<file path="src/rtl/result_demux.sv">
// Receive-side splitter for the shared dice/traffic-light result bus.
// Two stages: input capture, then per-channel decode with a light-sequence tracker and error counting.
module result_demux #(
  parameter int unsigned ERR_W = 8
) (
  input  logic             clk,
  input  logic             rst,
  input  logic             sel,
  input  logic [2:0]       result,
  output logic [2:0]       dice_value,
  output logic             dice_strobe,
  output logic             red,
  output logic             amber,
  output logic             green,
  output logic             light_locked,
  output logic             err_pulse,
  output logic [ERR_W-1:0] err_count
);

  typedef enum logic [2:0] {UNSYNC, S_R, S_RA, S_G, S_A} trk_e;

  function automatic trk_e code_to_state(input logic [2:0] code);
    case (code)
      3'b100:  return S_R;
      3'b110:  return S_RA;
      3'b001:  return S_G;
      3'b010:  return S_A;
      default: return UNSYNC;
    endcase
  endfunction

  function automatic trk_e succ(input trk_e s);
    case (s)
      S_R:     return S_RA;
      S_RA:    return S_G;
      S_G:     return S_A;
      S_A:     return S_R;
      default: return UNSYNC;
    endcase
  endfunction

  logic             s_sel_q, prev_sel_q, rst_d_q;
  logic [2:0]       s_res_q;
  trk_e             trk_q, trk_d, trk_cur, samp;
  logic [2:0]       dice_q, dice_d;
  logic             strobe_q, strobe_d;
  logic [2:0]       lights_q, lights_d;
  logic             err_q, err_d;
  logic [ERR_W-1:0] err_cnt_q, err_cnt_d;

  // A fresh switch onto the light channel always starts from UNSYNC.
  assign trk_cur = (s_sel_q && !prev_sel_q) ? UNSYNC : trk_q;
  assign samp    = code_to_state(s_res_q);

  always_comb begin
    // NOTE: every next-state signal gets a default first so no path leaves it unassigned (no latches).
    trk_d     = trk_q;
    dice_d    = dice_q;
    strobe_d  = 1'b0;
    lights_d  = lights_q;
    err_d     = 1'b0;
    if (!rst_d_q) begin
      if (!s_sel_q) begin
        if (s_res_q inside {[3'd1:3'd6]}) begin
          dice_d   = s_res_q;
          strobe_d = 1'b1;
        end else begin
          err_d = 1'b1;
        end
      end else begin
        trk_d = trk_cur;
        if (trk_cur == UNSYNC) begin
          if (samp != UNSYNC) begin
            trk_d    = samp;
            lights_d = s_res_q;
          end else begin
            err_d = 1'b1;
          end
        end else if (samp == succ(trk_cur)) begin
          trk_d    = samp;
          lights_d = s_res_q;
        end else if (samp != trk_cur) begin
          err_d = 1'b1;
          trk_d = UNSYNC;
        end
      end
    end
    err_cnt_d = err_cnt_q;
    if (err_d && (err_cnt_q != {ERR_W{1'b1}}))
      err_cnt_d = err_cnt_q + 1'b1;
  end

  always_ff @(posedge clk) begin
    // NOTE: sequential state uses non-blocking assignments so all registers update from pre-edge values.
    if (rst) begin
      s_sel_q    <= 1'b0;
      s_res_q    <= 3'd0;
      rst_d_q    <= 1'b1;
      prev_sel_q <= 1'b0;
      trk_q      <= UNSYNC;
      dice_q     <= 3'd0;
      strobe_q   <= 1'b0;
      lights_q   <= 3'd0;
      err_q      <= 1'b0;
      err_cnt_q  <= '0;
    end else begin
      s_sel_q    <= sel;
      s_res_q    <= result;
      rst_d_q    <= 1'b0;
      prev_sel_q <= s_sel_q;
      trk_q      <= trk_d;
      dice_q     <= dice_d;
      strobe_q   <= strobe_d;
      lights_q   <= lights_d;
      err_q      <= err_d;
      err_cnt_q  <= err_cnt_d;
    end
  end

  assign dice_value   = dice_q;
  assign dice_strobe  = strobe_q;
  assign {red, amber, green} = lights_q;
  assign light_locked = (trk_q != UNSYNC);
  assign err_pulse    = err_q;
  assign err_count    = err_cnt_q;

endmodule

</file>
<file path="config.mk">
export PLATFORM = sky130hd
export DESIGN_NAME = result_demux
export DESIGN_NICKNAME = d
export VERILOG_FILES = /design/src/rtl/result_demux.sv
export SDC_FILE = /design/constraint.sdc
export NUM_CORES = 1
export LEC_CHECK = 0
export CAP_MARGIN = 15
export CORE_MARGIN = 1.5
export CORE_UTILIZATION = 35
export CTS_CLUSTER_SIZE = 24
export DETAILED_ROUTE_END_ITERATION = 16
export PLACE_DENSITY = 0.62
export SLEW_MARGIN = 20
export SYNTH_ARGS = -nofsm -noshare
export SYNTH_HDL_FRONTEND = slang
export SYNTH_SLANG_ARGS = --single-unit
</file>
<file path="constraint.sdc">
create_clock -name clk -period 3.1 [get_ports clk]
set_clock_uncertainty 0.2 [all_clocks]
set_input_delay 0.775 -clock clk [delete_from_list [all_inputs] [get_ports clk]]
set_output_delay 0.775 -clock clk [all_outputs]
set_load 0.05 [all_outputs]
</file>
==> results of run 1 <==
sequential cells by signal, summed over array words and instances, names as in the netlist:
signal / count
rst_d_q: 1
s_res_q: 3
err_count: 8
dice_strobe: 1
s_sel_q: 1
trk_q: 3
err_pulse: 1
dice_value: 3
lights_q: 3
prev_sel_q: 1
worst paths after layout:
kind,endpoint,slack [ps]
setup reg to reg,err_count[4]$_SDFFE_PP0P_,320
setup / recovery,light_locked,260
hold / removal,lights_q[1]$_SDFFE_PP0P_,270
hold reg to reg,lights_q[1]$_SDFFE_PP0P_,270
power groups by stage:
stage | Combinational [mW] | Clock [mW] | Sequential (mW)
2_1_floorplan | 0.0784 | 0 | 0.370
3_3_place_gp | 0.121 | 0 | 0.356
3_5_place_dp | 0.123 | 0 | 0.357
4_1_cts | 0.123 | 0.202 | 0.350
5_1_grt | 0.135 | 0.216 | 0.353
6_report | 0.123 | 0.198 | 0.350
layout make-up:
cell class / instances / area, µm²
inverters: 5 / 18.8
fillers: 369 / 2100
multi-input cells: 132 / 798
clock inverters: 1 / 5.00
flip-flops and latches: 25 / 502
repair buffers: 25 / 243
well taps: 48 / 60.1
clock buffers: 3 / 41.3
worst register-to-register path: cells and delay by family (launching register included):
family,cells,cell delay (ps)
compound gates,5,1380
buf+inv,1,150
flops,1,590
simple gates,1,380
placed cells by master, fill, tap and decap left out, types with 2 or more instances in the layout:
cell             count
clkbuf_8             3
xor2_1               2
nor2b_1              7
or2_2                2
nand2_1             15
a211oi_1             2
or3_1                6
o211ai_1             3
mux2i_1              2
o31a_1               2
nand3_1             10
inv_1                5
a22oi_1              2
dfxtp_1             24
and3_1               4
nor4_1               3
clkdlybuf4s50_1     22
xnor2_1              3
o21ai_0             11
nand2b_1             5
buf_4                3
nor2_1              13
a21oi_1             16
nor3_1               4
nor4b_1              2
what timing repair did:
action,CTS,global route
hold buffers,0,0
buffers inserted,0,0
setup endpoints to repair,0,2
resized for setup,0,1
per-stage QoR:
stage / total power [mW] / cell area, µm² / worst slack, ps / cells / utilization
after CTS: 0.675 / 1670 / 249 / 239 / 0.442
final: 0.670 / 1670 / 261 / 239 / 0.442
after global placement: 0.477 / 1620 / 361 / 235 / 0.430
after global routing: 0.704 / 1670 / 123 / 239 / 0.442
after detailed placement: 0.480 / 1620 / 253 / 235 / 0.430
after floorplan: 0.448 / 1410 / 447 / 176 / -
per-layer routing:
metal / global-route usage / up-vias / share of wire
li1: - / 659 / -
met1: 0.215 / 607 / 0.44
met2: 0.253 / 62 / 0.46
met3: 0.0324 / 9 / 0.078
met4: 0.0714 / 0 / 0.021
met5: 0 / - / 0
logic make-up (layout without fill, tap and decap cells):
group                    after synthesis  in the layout  synth area share
AND/OR/NAND/NOR                       77             77             0.298
AO/OA/AOI/OAI                         47             47             0.216
flip-flops                            25             25             0.356
buffers and inverters                 19             34            0.0757
XOR/XNOR                               5              5            0.0312
multiplexers                           2              2            0.0142
adder cells (fa/ha/maj)                1              1           0.00890
==> results.ini, run 1 <==
[pwr]
power.share.clock=0.295
seq_power_share=0.522
swShare=0.296
leakage_nw=0.583
p_comb_frac=0.183
p_per_area_nw_per_um2=402
vdd_ir_drop_max_mv=0.217
p_int_mw=0.472
switching_power_mw=0.199

[logic_synthesis]
synth_cells=176
yosysTopAreaCellShare=0.356
ys_async_sr_fraction=0
synth.yosys.warnings=0
synth_area_leaders=dfxtp_1 36%, a21oi_1 5.7%, nand2_1 4.0%, o21ai_0 3.9%, nand3_1 3.6%
synthDistinctLibCells=45
syn_area_um2=1410
yosysTopAreaCell=dfxtp_1
synth-edff-count=0
ys_ff_latch=25
syn_nets=183
ys_seq_area_frac=0.356
synth_most_common_cell=dfxtp_1
avgSynthCellArea_um2=7.98
synthFlopType=dfxtp_1
synth_common_cells=25 x dfxtp_1, 16 x a21oi_1, 15 x nand2_1

[worst_setup_path]
worstSetupPathType=register to output port
crit_fanout=11
cp.depth=2
ff2ff_path_depth=7
worstPathCellList=or3_1 > clkdlybuf4s50_1
end_kind=output port
critPathTopFamily=buffers and inverters
required_ps=2120
r2r-start=trk_q[2]$_SDFFE_PP0P_
crit_slowest_cell=clkdlybuf4s50_1
critPathMaxStageDelay_ps=790
arrival_ps=1860
crit_start=trk_q[1]$_SDFFE_PP0P_
startpoint_type=register
critical_path_buf_inv_count=1

[floorplanning]
fp.dieW_um=66.4
rows=22
core_um2=3770
die_area_um2=4400
die_y_um=66.4
initial_core_util=0.373
ios=23

[cells_and_area]
syn_to_final_growth_pct=18.7
finish.net_count=199
drive_above_1_share=0.0785
antenna_cells=0

[min_path]
holdPathStages=2
hp-class=register to register
hold_start=lights_q[1]$_SDFFE_PP0P_

[global_routing]
grt_max_degree=26
grt_pass1_wl_mm=5.62
antenna_found_initial=0
overflow=0
first_global_vias=1229
grt_usage=0.162

[detailed_routing]
antenna_left=0
via_per_inst=5.59
drt_iter0_markers=77
vias=1337
avgRoutedWirePerCell_um=12.9
route.detailed.drc=0
dr.pass1.iters=4
wl_mm=3.08

[timing]
rsz0062_at_grt=no
setup_viol=0
max_clock_freq_mhz=352
setup_tns_ps=0
max-slew-margin-rel=0.400
post-route-min-period_ps=2840
post-route-period-util=0.916
finalMaxSlewViolations=0
hold_viol_final=0
hold_ws_ps=268
worst_slew_pin_slew_ps=897

[place]
port_buffers=22
dp.final_hpwl_mm=2.19
gp_congestion=0.842

[cts]
htree_levels=1
cts_tree=yes
root_buffer=clkbuf_8
clk-insertion-delay-late_ps=270
clockBufferDepth=2
cts_buffers=3
clkTransAtPathRegs_ps=90
cts.sinks=25

[status]
status=finished, final reports clean

[job]
max_cap_viol_count=0

Note: power is estimated with default switching activity, not from simulation.
==> run 2, diff against run 1 <==
- HOLD_SLACK_MARGIN: unset -> 0.1
- PLACE_DENSITY: 0.62 -> 0.64
- clock period: 3.1 -> 2.34 ns (I/O delays scaled with it)
==> run 2 against run 1 <==
Against the previous run: the flow now finishes with violations (setup timing); global-route usage rose by 1.3 points; critical path depth is 6 higher; die area is the same; utilization rose by 10 points; via count grew 12%; design area up 23%; clock power grew 35%; highest routed layer unchanged; routed wire length up 21%; combinational power rose by 98%; non-clock buffer count up 37; sequential share of layout area is 5.1 points lower; power rose by 44%.
==> results.ini, run 2 (synthesis results as in run 1) <==
[cts]
cts_tree=yes
htree_levels=1  ; unchanged
root_buffer=clkbuf_8
cts.sinks=25  ; unchanged
clkTransAtPathRegs_ps=90  ; about the same
clk-insertion-delay-late_ps=270  ; about the same
cts_buffers=3  ; unchanged
clockBufferDepth=2  ; unchanged
cts_hold_buf=0  ; unchanged

[status]
violations=setup timing
status=finished with violations

[worst_setup_path]
r2r_end=err_count[4]$_SDFFE_PP0P_
end_kind=register
critPathMaxStageDelay_ps=390  ; -400 ps
crit_fanout=8  ; -3
ff2ff_path_depth=8  ; +1
crit_slowest_cell=or3b_4
required_ps=2350  ; +230 ps
worstSetupPathType=register to register
arrival_ps=2440  ; +580 ps
startpoint_type=register
r2r-start=s_res_q[2]$_SDFF_PP0_
worstPathCellList=buf_6 > or3b_4 > a22oi_1 > nand4b_1 > nor3b_2 > o31a_1 > or3_1 > a21oi_1
reg2reg_slack_ps=-90  ; -410 ps

[detailed_routing]
route.detailed.drc=0  ; unchanged
drt_iter0_markers=35  ; -55%
dr.pass1.iters=4  ; unchanged
avgRoutedWirePerCell_um=13.6  ; +5.2%
vias=1492  ; +12%
antenna_left=0  ; unchanged
via_per_inst=5.41  ; -3.4%
wl_mm=3.74  ; +21%

[place]
dp.final_hpwl_mm=2.51  ; +15%
port_buffers=22  ; unchanged
dp_cells=258  ; +9.8%
gp_congestion=0.960  ; +14%

[timing]
fin_ws_ps=-89.0  ; -350 ps
worst_slew_pin_slew_ps=498  ; -399 ps
setup_tns_ps=-316  ; -316 ps
max-slew-margin-rel=0.667  ; +0.267
hold_viol_final=0  ; unchanged
max_clock_freq_mhz=412
setup_viol=7  ; +7
post-route-min-period_ps=2430
post-route-period-util=1.04
rsz0062_at_grt=yes
finalMaxSlewViolations=0  ; unchanged

[floorplanning]
die_area_um2=4400  ; unchanged
fp.dieW_um=66.4  ; unchanged
initial_core_util=0.373  ; unchanged
ios=23  ; unchanged
core_um2=3770  ; unchanged
die_y_um=66.4  ; unchanged
rows=22  ; unchanged

[cells_and_area]
nFillCells=351  ; -4.9%
antenna_cells=0  ; unchanged
syn_to_final_growth_pct=45.7
largest_reg_flops=8  ; unchanged
fin_util=0.543  ; +0.101
drive_above_1_share=0.298  ; +0.220
finish.net_count=236  ; +19%
multi_input_area_um2=867  ; +8.6%
mostFrequentLayoutCells=37 x buf_4, 22 x dfxtp_1, 16 x clkdlybuf4s50_1
fin_cells=276  ; +15%
final_common_cell=buf_4
seq_area_um2=512  ; +2.0%

[min_path]
worstHoldEndpoint=lights_q[2]$_SDFFE_PP0P_
hp-class=register to register
hold_start=lights_q[2]$_SDFFE_PP0P_
holdPathStages=2  ; unchanged

[global_routing]
antenna_found_initial=0  ; unchanged
grt_usage=0.174  ; +0.0125
grt_pass1_wl_mm=5.98  ; +6.3%
first_global_vias=1379  ; +12%
overflow=0  ; unchanged
grt_max_degree=23  ; -12%

[pwr]
vdd_ir_drop_max_mv=0.307  ; +41%
p_per_area_nw_per_um2=472  ; +17%
leakage_nw=0.820  ; +41%
p_total_mw=0.966  ; +44%

[job]
max_cap_viol_count=0  ; unchanged

run 2: how the worst max path moves through the flow:
stage / cells after the start / end / from / slack (ps)
2_1_floorplan: 9 / err_count[7]$_SDFFE_PP0P_ / s_res_q[1]$_SDFF_PP0_ / -30
3_3_place_gp: 7 / err_count[4]$_SDFFE_PP0P_ / s_res_q[2]$_SDFF_PP0_ / -40
3_5_place_dp: 7 / err_count[4]$_SDFFE_PP0P_ / s_res_q[2]$_SDFF_PP0_ / -100
4_1_cts: 7 / err_count[4]$_SDFFE_PP0P_ / s_res_q[2]$_SDFF_PP0_ / -60
5_1_grt: 8 / err_count[7]$_SDFFE_PP0P_ / s_res_q[0]$_SDFF_PP0_ / -190
6_report: 8 / err_count[4]$_SDFFE_PP0P_ / s_res_q[2]$_SDFF_PP0_ / -90
run 2: what timing repair did:
action	CTS	global route
setup buffers	9	5
resized for setup	10	17
cloned	0	0
pin swaps	10	13
endpoints found under the setup margin	8	10
run 2: stage by stage:
stage	instance area [µm²]	hold slack, ps	setup WS [ps]
2_1_floorplan	1430	308	-32.4
3_3_place_gp	1790	248	-39.0
3_5_place_dp	1790	254	-102
4_1_cts	1920	268	-60.2
5_1_grt	2050	295	-186
6_report	2050	267	-89.0
run 2: area by class of cell:
class                      instances  area share
clock inverter                     1     0.00367
inverter                           5     0.00917
multi-input combinational        132       0.424
sequential                        25       0.250
clock buffer                       3      0.0202
timing repair buffer              62       0.264
tap                               48      0.0293
run 2: layer usage:
metal | track usage | vias to the layer above | wire, µm | share of wire
li1 | - | 735 | - | -
met1 | 0.222 | 712 | 1720 | 0.46
met2 | 0.293 | 38 | 1840 | 0.49
met3 | 0.0204 | 7 | 112 | 0.030
met4 | 0.0791 | 0 | 63 | 0.017
met5 | 0 | - | 0 | 0
run 2: worst max-delay path, delay by kind of cell (launching register included):
family | cells | cell delay, ps
simple gates | 4 | 1030
compound gates | 3 | 650
flops | 1 | 370
buf+inv | 1 | 120
run 2: where the power goes:
part | internal [mW] | switching, mW
Sequential | 0.439 | 0.0155
Clock | 0.121 | 0.147
Combinational | 0.117 | 0.126
